[src/rtl/acc_datapath_pkg.sv]
// rtl/acc_datapath_pkg.sv - ALU opcodes, multiplier FSM states and flag bit positions for acc_datapath_p
package acc_datapath_pkg;

  typedef enum logic [2:0] {
    ALU_ADD  = 3'b000,
    ALU_SUB  = 3'b001,
    ALU_AND  = 3'b010,
    ALU_OR   = 3'b011,
    ALU_XOR  = 3'b100,
    ALU_NOT  = 3'b101,
    ALU_PASS = 3'b110,
    ALU_MUL  = 3'b111
  } alu_op_e;

  typedef enum logic [1:0] {
    IDLE = 2'd0,
    RUN  = 2'd1,
    DONE = 2'd2
  } mul_state_e;

  // Positions inside the {Z,N,C,V} flag vector
  localparam int FLG_Z = 3;
  localparam int FLG_N = 2;
  localparam int FLG_C = 1;
  localparam int FLG_V = 0;

endpackage

[src/rtl/acc_mul_seq.sv]
// rtl/acc_mul_seq.sv - iterative shift-add multiplier, one multiplier bit per cycle, start/busy/done handshake
module acc_mul_seq
  import acc_datapath_pkg::*;
#(
  parameter int DATA_W = 16
) (
  input  logic                  clk,
  input  logic                  rst_n,
  input  logic                  start,
  input  logic [DATA_W-1:0]     mcand,
  input  logic [DATA_W-1:0]     mplier,
  output logic                  busy,
  output logic                  done,
  output logic [2*DATA_W-1:0]   product
);

  localparam int CNT_W = $clog2(DATA_W);

  mul_state_e            state, state_nxt;
  logic [2*DATA_W-1:0]   mcand_q;
  logic [2*DATA_W-1:0]   prod_q;
  logic [DATA_W-1:0]     mplier_q;
  logic [CNT_W-1:0]      cnt;
  logic                  last_iter;

  assign last_iter = (cnt == CNT_W'(DATA_W - 1));

  always_ff @(posedge clk or negedge rst_n) begin
    if (!rst_n) state <= IDLE;
    else        state <= state_nxt;
  end

  always_comb begin
    state_nxt = state;
    case (state)
      IDLE:    if (start) state_nxt = RUN;
      RUN:     if (last_iter) state_nxt = DONE;
      DONE:    state_nxt = IDLE;
      default: state_nxt = IDLE;
    endcase
  end

  always_comb begin
    busy = 1'b0;
    done = 1'b0;
    case (state)
      RUN:     busy = 1'b1;
      DONE:    done = 1'b1;
      default: ;
    endcase
  end

  // Operands are latched only in IDLE, so later DR/AC traffic cannot disturb a running product
  always_ff @(posedge clk or negedge rst_n) begin
    if (!rst_n) begin
      mcand_q  <= '0;
      mplier_q <= '0;
      prod_q   <= '0;
      cnt      <= '0;
    end else begin
      case (state)
        IDLE: begin
          if (start) begin
            mcand_q  <= {{DATA_W{1'b0}}, mcand};
            mplier_q <= mplier;
            prod_q   <= '0;
            cnt      <= '0;
          end
        end
        RUN: begin
          if (mplier_q[0]) prod_q <= prod_q + mcand_q;
          mcand_q  <= mcand_q << 1;
          mplier_q <= mplier_q >> 1;
          cnt      <= cnt + CNT_W'(1);
        end
        default: ;
      endcase
    end
  end

  assign product = prod_q;

endmodule

[src/rtl/acc_datapath_p.sv]
// rtl/acc_datapath_p.sv - accumulator CPU datapath: AR/PC/DR/IR/AC/flags on one shared bus, optional MUL via ACC_DATAPATH_MUL_EN
module acc_datapath_p
  import acc_datapath_pkg::*;
#(
  parameter int DATA_W = 16,
  parameter int ADDR_W = 12,
  parameter int OPC_W  = 4
) (
  input  logic              clk,
  input  logic              rst_n,
  input  logic              ar_load,
  input  logic              pc_load,
  input  logic              pc_inc,
  input  logic              pc_bus,
  input  logic              dr_load,
  input  logic              dr_bus,
  input  logic              mem_bus,
  input  logic [DATA_W-1:0] mem_rdata,
  input  logic              ir_load,
  input  logic [2:0]        alu_sel,
  input  logic              ac_load,
  input  logic              ac_inc,
  input  logic              ac_clr,
  input  logic              alu_start,
  output logic              alu_busy,
  output logic              alu_done,
  output logic [ADDR_W-1:0] addr,
  output logic [DATA_W-1:0] acc,
  output logic [OPC_W-1:0]  instr,
  output logic [DATA_W-1:0] dr_out,
  output logic [3:0]        flags,
  output logic              bus_err
);

  localparam int MSB = DATA_W - 1;

  logic [DATA_W-1:0] bus, dr, ac, ac_nxt;
  logic [ADDR_W-1:0] ar, pc;
  logic [OPC_W-1:0]  ir;
  logic [3:0]        flg;
  logic              multi_drv, bus_err_q;
  logic              ac_we, c_nxt, v_nxt;
  logic              mul_busy, mul_done, mul_c;
  logic [DATA_W-1:0] mul_lo;
  logic [DATA_W:0]   sum_x, dif_x;
  alu_op_e           op;

  assign op        = alu_op_e'(alu_sel);
  assign multi_drv = (pc_bus & dr_bus) | (pc_bus & mem_bus) | (dr_bus & mem_bus);

  // Contention collapses the bus to zero rather than picking a winner
  always_comb begin
    bus = '0;
    if (!multi_drv) begin
      if (pc_bus)       bus = DATA_W'(pc);
      else if (dr_bus)  bus = dr;
      else if (mem_bus) bus = mem_rdata;
    end
  end

  always_ff @(posedge clk or negedge rst_n) begin
    if (!rst_n) begin
      ar        <= '0;
      pc        <= '0;
      dr        <= '0;
      ir        <= '0;
      bus_err_q <= 1'b0;
    end else begin
      bus_err_q <= multi_drv;
      if (ar_load) ar <= bus[ADDR_W-1:0];
      if (pc_load)     pc <= bus[ADDR_W-1:0];
      else if (pc_inc) pc <= pc + ADDR_W'(1);
      if (dr_load) dr <= bus;
      if (ir_load) ir <= bus[DATA_W-1 -: OPC_W];
    end
  end

  assign sum_x = {1'b0, ac} + {1'b0, dr};
  assign dif_x = {1'b0, ac} + {1'b0, ~dr} + (DATA_W+1)'(1);

  always_comb begin
    ac_we  = 1'b0;
    ac_nxt = ac;
    c_nxt  = flg[FLG_C];
    v_nxt  = flg[FLG_V];
    if (mul_done) begin
      ac_we  = 1'b1;
      ac_nxt = mul_lo;
      c_nxt  = mul_c;
      v_nxt  = 1'b0;
    end else if (!mul_busy) begin
      if (ac_clr) begin
        ac_we  = 1'b1;
        ac_nxt = '0;
      end else if (ac_load) begin
        ac_we = (op != ALU_MUL);
        case (op)
          ALU_ADD: begin
            ac_nxt = sum_x[MSB:0];
            c_nxt  = sum_x[DATA_W];
            v_nxt  = (ac[MSB] == dr[MSB]) && (sum_x[MSB] != ac[MSB]);
          end
          ALU_SUB: begin
            ac_nxt = dif_x[MSB:0];
            c_nxt  = dif_x[DATA_W];
            v_nxt  = (ac[MSB] != dr[MSB]) && (dif_x[MSB] != ac[MSB]);
          end
          ALU_AND:  ac_nxt = ac & dr;
          ALU_OR:   ac_nxt = ac | dr;
          ALU_XOR:  ac_nxt = ac ^ dr;
          ALU_NOT:  ac_nxt = ~ac;
          ALU_PASS: ac_nxt = dr;
          default:  ac_nxt = ac;
        endcase
      end else if (ac_inc) begin
        ac_we  = 1'b1;
        ac_nxt = ac + DATA_W'(1);
      end
    end
  end

  always_ff @(posedge clk or negedge rst_n) begin
    if (!rst_n) begin
      ac  <= '0;
      flg <= '0;
    end else if (ac_we) begin
      ac         <= ac_nxt;
      flg[FLG_Z] <= ~|ac_nxt;
      flg[FLG_N] <= ac_nxt[MSB];
      flg[FLG_C] <= c_nxt;
      flg[FLG_V] <= v_nxt;
    end
  end

`ifdef ACC_DATAPATH_MUL_EN
  logic [2*DATA_W-1:0] mul_prod;

  acc_mul_seq #(.DATA_W(DATA_W)) u_mul (
    .clk     (clk),
    .rst_n   (rst_n),
    .start   (alu_start && (op == ALU_MUL)),
    .mcand   (ac),
    .mplier  (dr),
    .busy    (mul_busy),
    .done    (mul_done),
    .product (mul_prod)
  );

  assign mul_lo = mul_prod[DATA_W-1:0];
  assign mul_c  = |mul_prod[2*DATA_W-1:DATA_W];
`else
  logic unused_start;
  assign unused_start = alu_start;
  assign mul_busy     = 1'b0;
  assign mul_done     = 1'b0;
  assign mul_lo       = '0;
  assign mul_c        = 1'b0;
`endif

  assign addr     = ar;
  assign acc      = ac;
  assign instr    = ir;
  assign dr_out   = dr;
  assign flags    = flg;
  assign bus_err  = bus_err_q;
  assign alu_busy = mul_busy;
  assign alu_done = mul_done;

endmodule

[config.mk]
export PLATFORM = sky130hd
export DESIGN_NAME = acc_datapath_p
export DESIGN_NICKNAME = d
export VERILOG_FILES = /design/src/rtl/acc_datapath_pkg.sv /design/src/rtl/acc_mul_seq.sv /design/src/rtl/acc_datapath_p.sv
export SDC_FILE = /design/constraint.sdc
export NUM_CORES = 1
export LEC_CHECK = 0
export ABC_AREA = 1
export BUFFER_PORTS_ARGS = -buffer_cell sky130_fd_sc_hd__buf_2
export CORE_UTILIZATION = 30
export DETAILED_ROUTE_END_ITERATION = 8
export GPL_ROUTABILITY_DRIVEN = 0
export HOLD_SLACK_MARGIN = 0.03
export MAX_ROUTING_LAYER = met4
export PLACE_DENSITY_LB_ADDON = 0.12
export SLEW_MARGIN = 10
export SYNTH_ARGS = -nofsm -noshare
export SYNTH_HDL_FRONTEND = slang
export SYNTH_SLANG_ARGS = --single-unit
[constraint.sdc]
create_clock -name clk -period 6.9 [get_ports clk]
set_input_delay 1.38 -clock clk [delete_from_list [all_inputs] [get_ports clk]]
set_output_delay 1.38 -clock clk [all_outputs]
set_load 0.01 [all_outputs]
==> results.py, run 1 <==
metrics = {
    "sta": {
        "maxSlewHeadroom_pct": 37.53,
        "max_clock_freq_mhz": 277.4,
        "worst_pin_slew_ps": 933.6,
        "maxSlewViolCount": 0,
        "hold_viol": 0,
        "period_share_pct": 52.24,
        "setup_viol": 0,
        "fin_skew_ps": 10.37,
        "rsz0062_at_grt": "no",
        "tns_ps": 0,
        "finalCriticalPeriod_ps": 3605,
    },
    "synthesis": {
        "async_flop_share_pct": 100.0,
        "synth_cells": 1088,
        "syn_avg_cell_area_um2": 6.119,
        "ys_warn_count": 0,
        "yosysTopAreaCell": "dfrtp_1",
        "yosysMostFrequentCell": "nand2_1",
        "synth_flop_cell": "dfrtp_1",
        "yosys_register_bits": 64,
        "ys_seq_area_share_pct": 24.06,
        "yosysUniqueCellTypes": 43,
        "synthTopCellsByCount": "nand2_1, inv_1, nor2_1",
        "synth_top_area_share_pct": 24.06,
        "syn_area_um2": 6658,
        "synth_edf_count": 0,
        "ys_top_cells_by_area": "dfrtp_1, nand2_1, ha_1, inv_1, nand3_1",
    },
    "worst_setup_path": {
        "end_kind": "register",
        "rrSetupSlack_ps": 3880,
        "ff2ff_path_depth": 18,
        "crit_path_end": "flags[3]$_DFFE_PN0N_",
        "crit_cells": 13,
        "reg2reg_to": "flags[3]$_DFFE_PN0N_",
        "cp_max_fo": 21,
        "crit_path_top_delay_cell": "nand3_1",
        "cp.required_ps": 7160,
        "startpoint": "alu_sel[2]",
        "start_kind": "input pin",
        "crit_chain": "buf_2 -> nand3_1 -> inv_2 -> a21oi_1 -> nand2_1 -> nand2_1 -> a21oi_1 -> nand3_1 -> nor2_1 -> nand4_1 -> nor2_1 -> nand3_1 -> nand2_1",
        "crit_arrival_ps": 3870,
        "crit_buf_inv": 2,
        "timing.rr.start": "acc[8]$_DFFE_PN0N_",
        "cpPeakStageDelay_ps": 560,
        "cp_top_family": "simple AND/OR/NAND/NOR gates",
        "criticalPathCategory": "in2reg",
    },
    "clock_tree": {
        "cts-buffers-inserted": 9,
        "postCtsSetupRepairBufs": 0,
        "ctsHoldBuffers": 0,
        "root_buffer": "clkbuf_16",
        "cts_resized": 0,
        "clock_path_buffers": 2,
        "cts_tree": "done",
        "cts.sink_count": 64,
        "path_clk_slew_ps": 60,
        "htreeDepth": 3,
        "insertion_delay_ps": 330,
    },
    "die": {
        "coreArea_um2": 21820,
        "dieArea_um2": 22790,
        "top_level_ports": 88,
        "dieHeight_um": 151.0,
        "die_w_um": 151.0,
        "start_util_pct": 30.51,
        "rows": 54,
    },
    "finish": {
        "antenna_cells": 0,
        "area_delta_synth_final_pct": 13.79,
        "postLayoutCoreUtil_pct": 34.72,
        "instances_no_fill": 1430,
        "drive_gt1_share_pct": 10.61,
        "fin_nets": 1233,
        "fill_cells": 2464,
    },
    "pwr": {
        "power.share.combinational_pct": 36.3,
        "p_per_area_nw_per_um2": 205.6,
        "seqPwrFrac_pct": 30.3,
        "p_leak_uw": 0.004053,
        "p_int_uw": 939.6,
        "total_power_uw": 1558,
        "ir_worst_vdd_v": 0.0001233,
        "p_clk_share_pct": 33.4,
        "switching_share_pct": 39.67,
        "p_sw_uw": 618.0,
    },
    "placement": {
        "io_buffers": 84,
        "dp_cells": 1414,
        "dp_hpwl_um": 19260,
    },
    "detailed_routing": {
        "ant_nets": 0,
        "drc_errors": 0,
        "vias_per_cell": 4.885,
        "wirelength_um": 23710,
        "post_drt_wl_per_cell_um": 16.58,
        "drt_first_pass_iters": 5,
        "drt-initial-drc-count": 499,
        "vias": 6985,
    },
    "global_routing": {
        "gr-usage-met2_pct": 35.37,
        "antenna_found_initial": 0,
        "first_global_vias": 6648,
        "grt_pass1_wl_um": 37390,
        "use_met1_pct": 29.62,
        "grt_util_met3_pct": 1.717,
        "grt_max_degree": 65,
        "track_usage_pct": 22.12,
        "grt_overflow": 0,
        "grt.busiest_layer": "met2",
    },
    "min_path": {
        "min_delay_path_depth": 2,
        "hp-class": "reg2reg",
    },
    "status": {
        "status": "finished, final reports clean",
    },
    "run": {
        "maxCapViolations": 0,
    },
}
==> per-stage QoR <==
step	worst slack (ps)	instance area [µm²]	hold WS [ps]
after floorplan	4204	6661	515.4
after global placement	2890	7234	470.1
after detailed placement	2886	7234	460.2
after CTS	3217	7576	481.1
after global routing	2953	7576	492.2
final	3295	7576	478.0
==> cell usage in the layout (no fill, tap or decap), types with 3 or more instances in the layout <==
cell         n
a21oi_1     57
nand3_1     89
o21ai_0     53
clkbuf_16    9
clkinv_1     3
ha_1        53
o211ai_1     9
o21ai_1      3
clkbuf_8     3
inv_1      170
inv_2        7
buf_2       83
dfrtp_1     64
o22ai_1      3
nor2_2       3
xor2_1      10
a221oi_1    11
nor3_1      14
nand2_1    339
nor2_1      97
a31oi_1      4
o221ai_1     8
nand4_1     20
o31ai_1      4
nand2_2      5
==> cell families (layout without fill, tap and decap cells) <==
| family | Yosys count | after routing | synth area share, % |
|---|---|---|---|
| buffers and inverters | 219 | 280 | 13.16 |
| AOI/OAI and AO/OA | 160 | 160 | 14.15 |
| other | 1 | 2 | 0.05633 |
| xor gates and xnor gates | 11 | 11 | 1.447 |
| DFF | 64 | 64 | 24.06 |
| muxes | 1 | 1 | 0.1504 |
| adders and majority gates | 55 | 55 | 10.56 |
| and+or+nand+nor | 577 | 577 | 36.42 |
==> power by group through the flow <==
stage / sequential, µW / combinational, µW / clock [µW]
after floorplan: 474 / 378 / 0
after global placement: 479 / 562 / 0
after detailed placement: 479 / 563 / 0
after CTS: 473 / 566 / 530
after global routing: 479 / 643 / 546
final: 473 / 565 / 520
==> how the worst min path moves through the flow <==
stage                                     from                    to  slack, ps
after CTS                  addr[5]$_DFFE_PN0P_   addr[5]$_DFFE_PN0P_        480
after global routing       addr[5]$_DFFE_PN0P_   addr[5]$_DFFE_PN0P_        490
final                     instr[3]$_DFFE_PN0P_  instr[3]$_DFFE_PN0P_        480
after detailed placement   addr[5]$_DFFE_PN0P_   addr[5]$_DFFE_PN0P_        460
after floorplan           addr[10]$_DFFE_PN0P_  addr[10]$_DFFE_PN0P_        520
after global placement    instr[3]$_DFFE_PN0P_  instr[3]$_DFFE_PN0P_        470
==> state kept, by name, summed over array words and instances, names as in the netlist <==
| signal | count |
|---|---|
| dr_out | 16 |
| acc | 15 |
| addr | 12 |
| pc | 12 |
| flags | 4 |
| instr | 4 |
| bus_err | 1 |
==> per-layer routing <==
| metal | vias up | part of all wire (%) |
|---|---|---|
| li1 | 3598 | - |
| met1 | 3185 | 48 |
| met2 | 175 | 46 |
| met3 | 27 | 3.7 |
| met4 | 0 | 2.7 |
| met5 | - | 0 |
==> cell type report <==
cell class	instances	area (µm²)	share of cell area, %
multi-input cells	806	4184	55.23
flip-flops and latches	64	1602	21.14
inverters	180	675.6	8.918
repair buffers	84	422.9	5.582
well taps	280	350.3	4.624
clock buffers	12	266.5	3.518
clock inverters	4	75.07	0.9909
==> tightest hold or removal path: stages, from the launching register on <==
cell	delay, ps
dfrtp_1	340
nand2_1	50
nand2_1	60
(Power assumes the default switching activity.)
==> run 2, diff against run 1 <==
--- a/config.mk
+++ b/config.mk
@@ -5,7 +5,7 @@
 export SDC_FILE = /design/constraint.sdc
 export NUM_CORES = 1
 export LEC_CHECK = 0
-export ABC_AREA = 1
+export ABC_AREA = 0
 export BUFFER_PORTS_ARGS = -buffer_cell sky130_fd_sc_hd__buf_2
 export CORE_UTILIZATION = 30
 export DETAILED_ROUTE_END_ITERATION = 8
==> constraint.sdc (replaced) <==
create_clock -name clk -period 3.5 [get_ports clk]
set_input_delay 0.7 -clock clk [delete_from_list [all_inputs] [get_ports clk]]
set_output_delay 0.7 -clock clk [all_outputs]
set_load 0.01 [all_outputs]
==> run 2 against run 1 <==
Critical endpoint unchanged. Critical path depth fell by 2. Cell area rose by 0.68%. Largest power group unchanged. Count of clock-buffer cells in the layout rose by 1.
==> results.py, run 2 <==
metrics = {
    "status": {
        "status": "finished, final reports clean",
    },
    "die": {
        "start_util_pct": 30.68,
        "rows": 52,
        "die_w_um": 146.1,
        "dieHeight_um": 146.1,
        "top_level_ports": 88,
        "coreArea_um2": 20300,
        "dieArea_um2": 21340,
    },
    "detailed_routing": {
        "drc_errors": 0,
        "post_drt_wl_per_cell_um": 19.15,
        "vias_per_cell": 5.353,
        "drt-initial-drc-count": 424,
        "drt_first_pass_iters": 5,
        "ant_nets": 0,
        "wirelength_um": 22810,
        "vias": 6375,
    },
    "clock_tree": {
        "ctsHoldBuffers": 0,
        "cts-buffers-inserted": 9,
        "cts.sink_count": 64,
        "htreeDepth": 3,
        "insertion_delay_ps": 320,
        "postCtsSetupRepairBufs": 0,
        "clock_path_buffers": 2,
        "path_clk_slew_ps": 50,
        "cts_resized": 0,
        "cts_tree": "done",
        "root_buffer": "clkbuf_16",
    },
    "placement": {
        "placed_area_um2": 7312,
        "dp_slack_ps": 127.9,
        "io_buffers": 84,
        "dp_cells": 1175,
        "dp_hpwl_um": 18310,
    },
    "global_routing": {
        "grt_overflow": 0,
        "grt_pass1_wl_um": 35180,
        "track_usage_pct": 22.04,
        "grt_max_degree": 65,
        "first_global_vias": 6154,
        "antenna_found_initial": 0,
    },
    "synthesis": {
        "syn_avg_cell_area_um2": 7.784,
        "yosysMostFrequentCell": "nor2_1",
        "async_flop_share_pct": 100.0,
        "synth_cells": 800,
        "yosysUniqueCellTypes": 75,
        "ys_top_cells_by_area": "dfrtp_1, ha_1, a21oi_1, nor2_1, nand2_1",
        "ys_warn_count": 0,
        "synth_edf_count": 0,
        "synth_flop_cell": "dfrtp_1",
        "ys_seq_area_share_pct": 25.72,
        "synth_top_area_share_pct": 25.72,
        "yosys_register_bits": 64,
        "synthTopCellsByCount": "nor2_1, a21oi_1, dfrtp_1",
        "syn_area_um2": 6227,
        "yosysTopAreaCell": "dfrtp_1",
    },
    "worst_setup_path": {
        "criticalPathCategory": "reg2reg",
        "cp_max_fo": 4,
        "crit_arrival_ps": 3550,
        "end_kind": "register",
        "reg2reg_to": "flags[3]$_DFFE_PN0N_",
        "ff2ff_path_depth": 11,
        "rrSetupSlack_ps": 180,
        "start_kind": "register",
        "timing.rr.start": "acc[1]$_DFFE_PN0N_",
        "cp.required_ps": 3720,
    },
    "sta": {
        "rsz0062_at_grt": "no",
        "layout_setup_ws_ps": 175.5,
        "setup_viol": 0,
        "maxSlewHeadroom_pct": 43.98,
        "worst_pin_slew_ps": 840.3,
        "tns_ps": 0,
        "hold_viol": 0,
        "max_clock_freq_mhz": 300.8,
        "maxSlewViolCount": 0,
        "period_share_pct": 94.99,
        "finalCriticalPeriod_ps": 3325,
        "fin_skew_ps": 5.104,
    },
    "pwr": {
        "ir_worst_vdd_v": 0.0002927,
        "p_per_area_nw_per_um2": 392.5,
        "total_power_uw": 2993,
        "p_leak_uw": 0.003473,
    },
    "run": {
        "maxCapViolations": 0,
    },
    "finish": {
        "layout_common_cells": "nor2_1, a21oi_1, buf_2, buf_4, dfrtp_1",
        "area_delta_synth_final_pct": 22.48,
        "fin_nets": 1004,
        "instances_no_fill": 1191,
        "drive_gt1_share_pct": 21.72,
        "final_cell_area_um2": 7627,
        "antenna_cells": 0,
        "largest_register_ffs": 16,
        "final_common_cell": "nor2_1",
    },
    "min_path": {
        "hp-class": "in2async",
    },
}
run 2: worst max-delay path by stage:
stage | start | end | slack [ps]
after floorplan | acc[1]$_DFFE_PN0N_ | flags[3]$_DFFE_PN0N_ | 290
after global placement | acc[1]$_DFFE_PN0N_ | flags[3]$_DFFE_PN0N_ | 130
after detailed placement | dr_out[2]$_DFFE_PN0P_ | flags[3]$_DFFE_PN0N_ | 130
after CTS | dr_out[2]$_DFFE_PN0P_ | flags[3]$_DFFE_PN0N_ | 130
after global routing | dr_out[2]$_DFFE_PN0P_ | flags[3]$_DFFE_PN0N_ | 20
final | acc[1]$_DFFE_PN0N_ | flags[3]$_DFFE_PN0N_ | 180
run 2: through the flow:
step	hold slack, ps	utilization [%]
final	460.1	37.57
after global routing	508.1	37.57
after CTS	490.3	37.50
after detailed placement	478.0	36.02
after global placement	457.8	36.02
after floorplan	404.4	-
run 2: routing by layer:
| layer | vias up | track usage [%] | part of all wire, % |
|---|---|---|---|
| met5 | - | - | 0 |
| met4 | 0 | 6.146 | 1.8 |
| met3 | 23 | 2.219 | 4.1 |
| met2 | 166 | 35.00 | 46 |
| met1 | 3061 | 29.77 | 48 |
| li1 | 3125 | - | - |
run 2: cells by family after synthesis:
logic type,after synthesis,synth area share [%]
AO/OA/AOI/OAI,276,29.94
XOR/XNOR,29,4.079
adder cells (fa/ha/maj),56,11.45
buffers and inverters,106,6.992
flip-flops,64,25.72
multiplexers,12,2.311
other,1,0.06022
AND/OR/NAND/NOR,256,19.45
run 2: critical path: stages (launching register included):
cell and delay [ps]:
dfrtp_1 390, inv_1 90, ha_1 340, a211oi_1 290, o21ai_1 170, o2111ai_1 320
a211oi_1 160, o31ai_1 360, or2b_2 370, a2111oi_4 360, a221oi_2 90, o41ai_2 270
run 2: final cells by class:
type / count / area, µm²
clock buffers: 13 / 260.3
clock inverters: 3 / 40.04
fillers: 2180 / 12670
inverters: 54 / 202.7
multi-input cells: 631 / 4209
flip-flops and latches: 64 / 1602
well taps: 270 / 337.8
repair buffers: 156 / 975.9
run 2: power breakdown:
group	internal, µW	switching, µW	leakage [µW]
Sequential	814	67.6	0.000808
Clock	588	310	0.000150
Combinational	486	729	0.00252
